`src/rtl/inst_fetch_unit_if.sv`:
```
// Fetch-stage bus: instruction SRAM read port, branch redirect input and the
// valid/ready handshake towards decode.
interface inst_fetch_unit_if;
  logic        inst_sram_we;
  logic [31:0] inst_sram_addr;
  logic [31:0] inst_sram_wdata;
  logic [31:0] inst_sram_rdata;
  logic        br_redirect;
  logic [31:0] br_target;
  logic        id_ready;
  logic        if_valid;
  logic [31:0] if_pc;
  logic [31:0] if_inst;
  logic        if_adef;

  modport master (
    output inst_sram_we, inst_sram_addr, inst_sram_wdata,
    input  inst_sram_rdata,
    input  br_redirect, br_target, id_ready,
    output if_valid, if_pc, if_inst, if_adef
  );

  modport slave (
    input  inst_sram_we, inst_sram_addr, inst_sram_wdata,
    output inst_sram_rdata,
    output br_redirect, br_target, id_ready,
    input  if_valid, if_pc, if_inst, if_adef
  );
endinterface

```
`src/rtl/inst_fetch_unit.sv`:
```
// Multi-cycle instruction fetch: owns the PC, waits out the SRAM read latency and
// presents one {pc, inst} pair to decode under valid/ready, with branch redirect.
module inst_fetch_unit #(
  parameter logic [31:0] RESET_PC = 32'h1c00_0000,
  parameter int          SRAM_LAT = 1
) (
  input logic               clk,
  input logic               reset,
  inst_fetch_unit_if.master bus
);
  localparam logic [1:0] LAT = 2'(SRAM_LAT);

  typedef enum logic [1:0] {
    FETCH = 2'd0,
    HOLD  = 2'd1,
    ADEF  = 2'd2
  } state_t;

  state_t      state;
  logic [1:0]  cnt;
  logic [31:0] pc;
  logic [31:0] pc_inc;
  logic        if_valid_r;
  logic        if_adef_r;
  logic [31:0] if_pc_r;
  logic [31:0] if_inst_r;

  assign pc_inc = pc + 32'd4;

  assign bus.inst_sram_we    = 1'b0;
  assign bus.inst_sram_wdata = 32'd0;
  assign bus.inst_sram_addr  = pc;
  assign bus.if_valid        = if_valid_r;
  assign bus.if_pc           = if_pc_r;
  assign bus.if_inst         = if_inst_r;
  assign bus.if_adef         = if_adef_r;

  always_ff @(posedge clk) begin
    if (reset) begin
      pc         <= RESET_PC;
      state      <= FETCH;
      cnt        <= 2'd0;
      if_valid_r <= 1'b0;
      if_inst_r  <= 32'd0;
      if_pc_r    <= RESET_PC;
      if_adef_r  <= 1'b0;
    end else if (bus.br_redirect) begin
      // Redirect beats capture and handshake: in-flight data and a same-cycle accept are dropped.
      pc         <= bus.br_target;
      if_valid_r <= 1'b0;
      cnt        <= 2'd0;
      state      <= (bus.br_target[1:0] != 2'b00) ? ADEF : FETCH;
    end else begin
      case (state)
        FETCH: begin
          cnt <= cnt + 2'd1;
          if (cnt == LAT) begin
            if_inst_r  <= bus.inst_sram_rdata;
            if_pc_r    <= pc;
            if_adef_r  <= 1'b0;
            if_valid_r <= 1'b1;
            state      <= HOLD;
          end
        end
        HOLD: begin
          if (if_valid_r && bus.id_ready) begin
            pc         <= pc_inc;
            if_valid_r <= 1'b0;
            cnt        <= 2'd0;
            // pc+4 keeps the low bits, so a misaligned stream stays on the ADEF path.
            state      <= (pc_inc[1:0] != 2'b00) ? ADEF : FETCH;
          end
        end
        ADEF: begin
          if_valid_r <= 1'b1;
          if_pc_r    <= pc;
          if_inst_r  <= 32'd0;
          if_adef_r  <= 1'b1;
          state      <= HOLD;
        end
        default: begin
          state <= FETCH;
          cnt   <= 2'd0;
        end
      endcase
    end
  end
endmodule

```
`src/flat_wrapper.sv`:
```
// flat-port wrapper written by rule: the top's interface ports become plain ports
module inst_fetch_unit_flat 
#(
  parameter logic [31:0] RESET_PC = 32'h1c00_0000,
  parameter int          SRAM_LAT = 1
)
  (clk, reset, bus_inst_sram_we, bus_inst_sram_addr, bus_inst_sram_wdata, bus_inst_sram_rdata, bus_br_redirect, bus_br_target, bus_id_ready, bus_if_valid, bus_if_pc, bus_if_inst, bus_if_adef);
  inst_fetch_unit_if bus_i ();
  input logic clk;
  input logic reset;
  output wire logic [$bits(bus_i.inst_sram_we)-1:0] bus_inst_sram_we;
  output wire logic [$bits(bus_i.inst_sram_addr)-1:0] bus_inst_sram_addr;
  output wire logic [$bits(bus_i.inst_sram_wdata)-1:0] bus_inst_sram_wdata;
  input wire logic [$bits(bus_i.inst_sram_rdata)-1:0] bus_inst_sram_rdata;
  input wire logic [$bits(bus_i.br_redirect)-1:0] bus_br_redirect;
  input wire logic [$bits(bus_i.br_target)-1:0] bus_br_target;
  input wire logic [$bits(bus_i.id_ready)-1:0] bus_id_ready;
  output wire logic [$bits(bus_i.if_valid)-1:0] bus_if_valid;
  output wire logic [$bits(bus_i.if_pc)-1:0] bus_if_pc;
  output wire logic [$bits(bus_i.if_inst)-1:0] bus_if_inst;
  output wire logic [$bits(bus_i.if_adef)-1:0] bus_if_adef;
  assign bus_inst_sram_we = bus_i.inst_sram_we;
  assign bus_inst_sram_addr = bus_i.inst_sram_addr;
  assign bus_inst_sram_wdata = bus_i.inst_sram_wdata;
  assign bus_i.inst_sram_rdata = bus_inst_sram_rdata;
  assign bus_i.br_redirect = bus_br_redirect;
  assign bus_i.br_target = bus_br_target;
  assign bus_i.id_ready = bus_id_ready;
  assign bus_if_valid = bus_i.if_valid;
  assign bus_if_pc = bus_i.if_pc;
  assign bus_if_inst = bus_i.if_inst;
  assign bus_if_adef = bus_i.if_adef;
  inst_fetch_unit #(.RESET_PC(RESET_PC), .SRAM_LAT(SRAM_LAT)) u_core (.clk(clk), .reset(reset), .bus(bus_i));
endmodule
```
`config.mk`:
```
export PLATFORM = sky130hd
export DESIGN_NAME = inst_fetch_unit_flat
export DESIGN_NICKNAME = d
export VERILOG_FILES = /design/src/rtl/inst_fetch_unit_if.sv /design/src/rtl/inst_fetch_unit.sv /design/src/flat_wrapper.sv
export SDC_FILE = /design/constraint.sdc
export NUM_CORES = 1
export LEC_CHECK = 0
export BUFFER_PORTS_ARGS = -buffer_cell sky130_fd_sc_hd__buf_2
export CORE_ASPECT_RATIO = 0.6
export CORE_MARGIN = 2
export CORE_UTILIZATION = 40
export CTS_BUF_LIST = sky130_fd_sc_hd__clkbuf_8
export DETAILED_ROUTE_END_ITERATION = 8
export HOLD_SLACK_MARGIN = 0.05
export PLACE_DENSITY = 0.75
export SLEW_MARGIN = 20
export SYNTH_ARGS = -nofsm -noshare
export SYNTH_HDL_FRONTEND = slang
export SYNTH_SLANG_ARGS = --single-unit
```
`constraint.sdc`:
```
create_clock -name clk -period 2.45 [get_ports clk]
set_clock_uncertainty 0.1 [all_clocks]
set_input_delay 0.49 -clock clk [delete_from_list [all_inputs] [get_ports clk]]
set_output_delay 0.49 -clock clk [all_outputs]
set_load 0.01 [all_outputs]
```
; ---- After elaboration in Yosys (flattened, before gate mapping)
; Index checks and enable logic that the tools add are counted.
[word_totals]
register_bits = 102
in_bits = 68
out_inout_bits = 131
elab_cells = 52
[op_classes]
add_sub_neg = 2
eq_ne = 7
muxes = 20
bitwise_logic = 2
reduce_logical = 14
[op_table]
columns = op, count
row1 = 2-to-1 mux 32 bit, 5
row2 = one-hot mux 32 bit (2 select lines), 2
row3 = adder 32 x 3 -> 32 bit (second input constant), 1
row4 = 2-to-1 mux 2 bit, 6
row5 = one-hot mux 2 bit (3 select lines), 2
row6 = nonzero test 2 bit, 5
row7 = inequality test 3 x 2 -> 1 bit (second input constant), 2
row8 = AND reduction 2 bit, 3
row9 = AND reduction 3 bit, 2
row10 = equality test 2 x 1 -> 1 bit (second input constant), 2
row11 = inequality test 2 x 1 -> 1 bit (second input constant), 2
row12 = 2-to-1 mux 1 bit, 3
row13 = one-hot mux 1 bit (3 select lines), 1
row14 = nonzero test 3 bit, 1
row15 = adder 2 x 1 -> 2 bit (second input constant), 1
row16 = equality test 2 bit (second input constant), 1
row17 = zero test 2 bit, 1
row18 = inverter 1 bit, 2
row19 = one-hot mux 1 bit (2 select lines), 1
row20 = OR reduction 2 bit, 1
row21 = logical AND 1 bit, 1

; ---- Logic depth before layout (Yosys ltp)
[logic_depth]
ltp_word = 6
depth_mapped = 8

; ---- Least setup slack after synthesis
; No wires, ideal clock.
[synth_path]
path_kind = reg-to-reg
from = register u_core.pc[2] (netlist: u_core.bus.inst_sram_addr[2])
to = register u_core.pc[16] (netlist: u_core.bus.inst_sram_addr[16])
setup_time_ps = 91
arrival_ps = 2047
slack_ps = 212
stages_incl_launch_ff = 7
synth_period_minus_slack_ps = 2238
path_cell_list = dfxtp_1 > ha_1 > inv_1 > or4_1 > buf_2 > or3_1 > a311oi_1
[synth_via]
elab_chain_cells = 4
[synth_lines]
columns = item, line
row1 = from (decl), inst_fetch_unit.sv:21  ; logic [31:0] pc;
row2 = from (signal assigned), inst_fetch_unit.sv:49  ; pc <= bus.br_target;
row3 = from (signal assigned), inst_fetch_unit.sv:67  ; pc <= pc_inc;
row4 = adder 32 x 3 -> 32 bit, inst_fetch_unit.sv:28  ; assign pc_inc = pc + 32'd4;
row5 = 2-to-1 mux 32 bit, inst_fetch_unit.sv:66  ; if (if_valid_r && bus.id_ready) begin
row6 = 2-to-1 mux 32 bit, inst_fetch_unit.sv:54  ; case (state)
row7 = 2-to-1 mux 32 bit, inst_fetch_unit.sv:47  ; end else if (bus.br_redirect) begin
; No other way between the ends. The select of a mux whose other input is x is not followed.
; A chain may end at the register's enable or synchronous reset.

; ---- Worst setup path in the final report
[layout_path]
from = register u_core.state[1]
to = register u_core.pc[25] (netlist: u_core.bus.inst_sram_addr[25])
[layout_via]
elab_chain_cells = 3
[layout_lines]
columns = item, line
row1 = from (decl), inst_fetch_unit.sv:19  ; state_t state;
row2 = from (signal assigned), inst_fetch_unit.sv:52  ; state <= (bus.br_target[1:0] != 2'b00) ? ADEF : FETCH;
row3 = from (signal assigned), inst_fetch_unit.sv:71  ; state <= (pc_inc[1:0] != 2'b00) ? ADEF : FETCH;
row4 = equality test 2 x 1 -> 1 bit, inst_fetch_unit.sv:54
row5 = nonzero test 2 bit (no source line), n/a
row6 = AND reduction 2 bit (no source line), n/a
; No other way between the ends.

==> parameters.txt <==
Parameter                              Value

Run status
  Outcome ... complete, no violations

Setup path
  Worst r2r path cells ... 5
  CP Capture Point ... u_core.bus.inst_sram_addr[25]
  R2r setup slk ... 0.09 ns
  Launch point of the critical path ... u_core.state[1]
  Startpoint of the lowest-slack register-to-register path ... u_core.state[1]
  CP Data Arrival Time ... 2.55 ns
  Worst endpoint required time ... 2.64 ns
  FF-to-FF End ... u_core.bus.inst_sram_addr[25]
  Crit start category ... flip-flop
  Type of destination of the critical path ... flip-flop
  Peak fanout along the critical path ... 17
  Category of the most critical setup path ... flip-flop to flip-flop

Cells and area
  ANT cells ... 0
  P&R area growth vs syn ... 25.0%
  Final Core Density ... 51.2%
  Post-layout nets ... 812
  Filler Cell Count ... 1096
  Layout cells sized above 1 ... 28.2%
  Area of all placed cells without fillers ... 0.00577 sq mm

Power and ir drop
  Internal portion of total power ... 2.34 mW
  Switching share of total power ... 30.8%
  Ratio of total power to cell area ... 586 mW/mm^2
  Switching component of the power ... 1.04 mW
  Share of power burned in the clock network ... 31.5%
  Peak VDD IR ... 0.271 mV
  Leakage power ... 2.46 nW
  Combinational share of power ... 14.7%
  Fraction of power consumed by sequential logic ... 53.8%

Global route
  Wire length of the first global-routing pass ... 20600 um
  GRT Total Usage ... 20.8%
  Grt ovf ... 0
  Via count of the first global-routing pass ... 3990
  Antenna violations before repair ... 0
  Pin count of the biggest net entering global routing ... 39

Die
  Die span in y ... 87.2 um
  FP Rows ... 30
  Chip Width ... 143 um
  Die Area ... 0.0124 sq mm
  Count of boundary I/O pins ... 199
  Standard cell core area ... 0.0113 sq mm
  Initial core utilization ... 41.0%

STA
  Measured slew at the worst slew-check pin ... 0.610 ns
  Final period utilization ... 96.4%
  Final max-slew violation count ... 0
  Unrepaired setup endpoints after global routing ... no
  Max-Slew Margin vs Limit ... 58.9%
  Fin. Hold Viols ... 0
  Number of setup violations in the final report ... 0
  Final critical path time including I/O delays and setup ... 2.36 ns
  Highest achievable clock rate ... 0.423 GHz
  Post-Route Setup TNS ... 0 ns

Logic synthesis
  Synth Area in Compound Gates ... 16.6%
  Primary flip-flop cell chosen by synthesis mapping ... dfxtp_1
  Dominant combinational cell family by area after synthesis ... simple AND/OR/NAND/NOR gates
  Sequential share of the synthesized area ... 44.2%
  Xor and xnor area share after synthesis ... 1.71%
  Count of different cell masters after synthesis ... 46
  Largest cells by area after synthesis ... dfxtp_1, nand2_1, a21oi_1
  Cells after synthesis ... 584
  Mux contribution to synthesized area ... 0.434%
  Synth Cell Area ... 0.00462 sq mm
  Count leader, synth ... nand2_1
  Yosys reg bits ... 102
  Adder-cell share of the synthesized area ... 0.542%
  Cell taking the most area after synthesis ... dfxtp_1
  Mean Syn Cell Area ... 7.91 sq um
  Ranking of synthesized cells by instance count ... nand2_1, dfxtp_1, a21oi_1
  Top cell type's share of synthesized area ... 44.2%
  Number of flops mapped to enable cells by yosys ... 0
  Synth async-reset ratio ... 0%
  Ys Warns ... 0
  Area share of and/or/nand/nor cells after synthesis ... 27.0%

Place
  Weighted congestion at the end of routability-driven global placement ... 0.887
  Number of I/O port buffers ... 165
  Cell Area, Placed ... 0.00557 sq mm
  DPL Wire Length ... 9510 um

Clock network
  Number of hold-repair buffers added at the cts stage ... 0
  Clock transition at the registers of the reported paths ... 0.11 ns
  Post-CTS Repair Setup Buffers ... 0
  Count of H-tree levels built during CTS ... 3
  Total number of clock tree sinks ... 102
  Post-cts resize count ... 0
  Clock tree from TritonCTS ... done
  Skew-Pair Late Insertion Delay ... 0.38 ns
  Root Driver ... clkbuf_8
  Number of buffers added by the clock tree synthesis step ... 9
  Buffers from clock root to sink, at most ... 2

Min path
  Cell depth of the worst hold path ... 2
  Path type of the worst min-delay path ... input port to flip-flop

Route
  Violation count after the first detailed-route iteration ... 269
  Count of antenna-violating nets left after detailed routing ... 0
  Number of vias in the routed layout ... 4611
  Average via count per standard cell ... 5.18
  Routed length per placed instance ... 14.6 um
  DRC violations left ... 0
  Number of optimization iterations in the first detailed-route pass ... 5
  Wirelength, routed ... 13000 um

Flow run
  Number of max-capacitance violations reported ... 0
[flip-flops by register name, indices dropped and copies added (netlist names)]
name,count
u_core.bus.if_adef,1
u_core.bus.if_inst,32
u_core.bus.if_pc,32
u_core.bus.if_valid,1
u_core.bus.inst_sram_addr,32
u_core.cnt,2
u_core.state,2
[power by group through the flow]
stage | sequential, mW | combinational [mW] | clock (mW)
after detailed placement | 1.86 | 0.497 | 0
after global routing | 1.83 | 0.552 | 1.16
after global placement | 1.85 | 0.495 | 0
after floorplan | 1.88 | 0.271 | 0
final | 1.82 | 0.497 | 1.07
after CTS | 1.82 | 0.498 | 1.10
[routing by layer]
metal  part of all wire, %  track usage (%)  vias up
li1                      -                -     2303
met1                    48             30.7     2111
met2                    42             30.5      188
met3                   9.3             5.94        9
met4                  0.57             3.60        0
met5                     0                0        -
[cells by family after synthesis]
group | Yosys count
AOI/OAI and AO/OA | 122
xor gates and xnor gates | 9
adders and majority gates | 2
buffers and inverters | 81
DFF | 102
muxes | 2
other | 1
and+or+nand+nor | 265
[critical path, stage by stage (launching register included)]
cell	delay, ns
dfxtp_1	0.39
nand4b_2	0.26
or4_1	0.58
buf_4	0.22
or4_1	0.47
a311oi_1	0.27
[final cells by class]
class,instances,area [sq um],area share [%]
Clock buffer,9,124,2.15
Inverter,7,26.3,0.455
Tap cell,144,180,3.12
Clock inverter,7,72.6,1.26
Multi-Input combinational cell,433,2270,39.3
Timing Repair Buffer,189,1060,18.3
Sequential cell,102,2040,35.4
[how the worst min path moves through the flow]
| stage | slack (ns) | endpoint | start |
|---|---|---|---|
| 6_report | 0.25 | u_core.bus.inst_sram_addr[2] | bus_br_target[2] |
| 5_1_grt | 0.23 | u_core.bus.if_inst[2] | bus_inst_sram_rdata[2] |
| 4_1_cts | 0.23 | u_core.bus.inst_sram_addr[2] | bus_br_target[2] |
| 3_5_place_dp | 0.34 | u_core.bus.if_inst[14] | u_core.bus.if_inst[14] |
| 3_3_place_gp | 0.33 | u_core.bus.if_inst[4] | u_core.bus.if_inst[4] |
| 2_1_floorplan | 0.36 | u_core.cnt[0] | u_core.cnt[0] |
[placed cells by master (no fill, tap or decap), drive strengths merged, types with 3 or more instances in the layout]
cell type  instances
a211oi            11
a21oi             64
a311oi            14
a31oi              3
and2               3
and3               5
buf              189
clkbuf             9
conb              33
dfxtp            102
inv               12
nand2            120
nand2b             3
nand3             44
nand4             11
nor2              35
nor3               9
nor4               6
o21ai              7
o31ai             11
or3                6
or4               14
xnor2              5
xor2               4
[through the flow]
| step | cells | total power, mW | setup slack (ns) | hold WS [ns] |
|---|---|---|---|---|
| finish | 891 | 3.38 | 0.0881 | 0.246 |
| global route | 891 | 3.54 | 0.00515 | 0.228 |
| CTS | 891 | 3.41 | 0.103 | 0.231 |
| detailed placement | 875 | 2.35 | 0.00968 | 0.341 |
| global placement | 875 | 2.35 | 0.0326 | 0.335 |
| floorplan | 616 | 2.15 | 0.212 | 0.362 |
(Power assumes the default switching activity.)
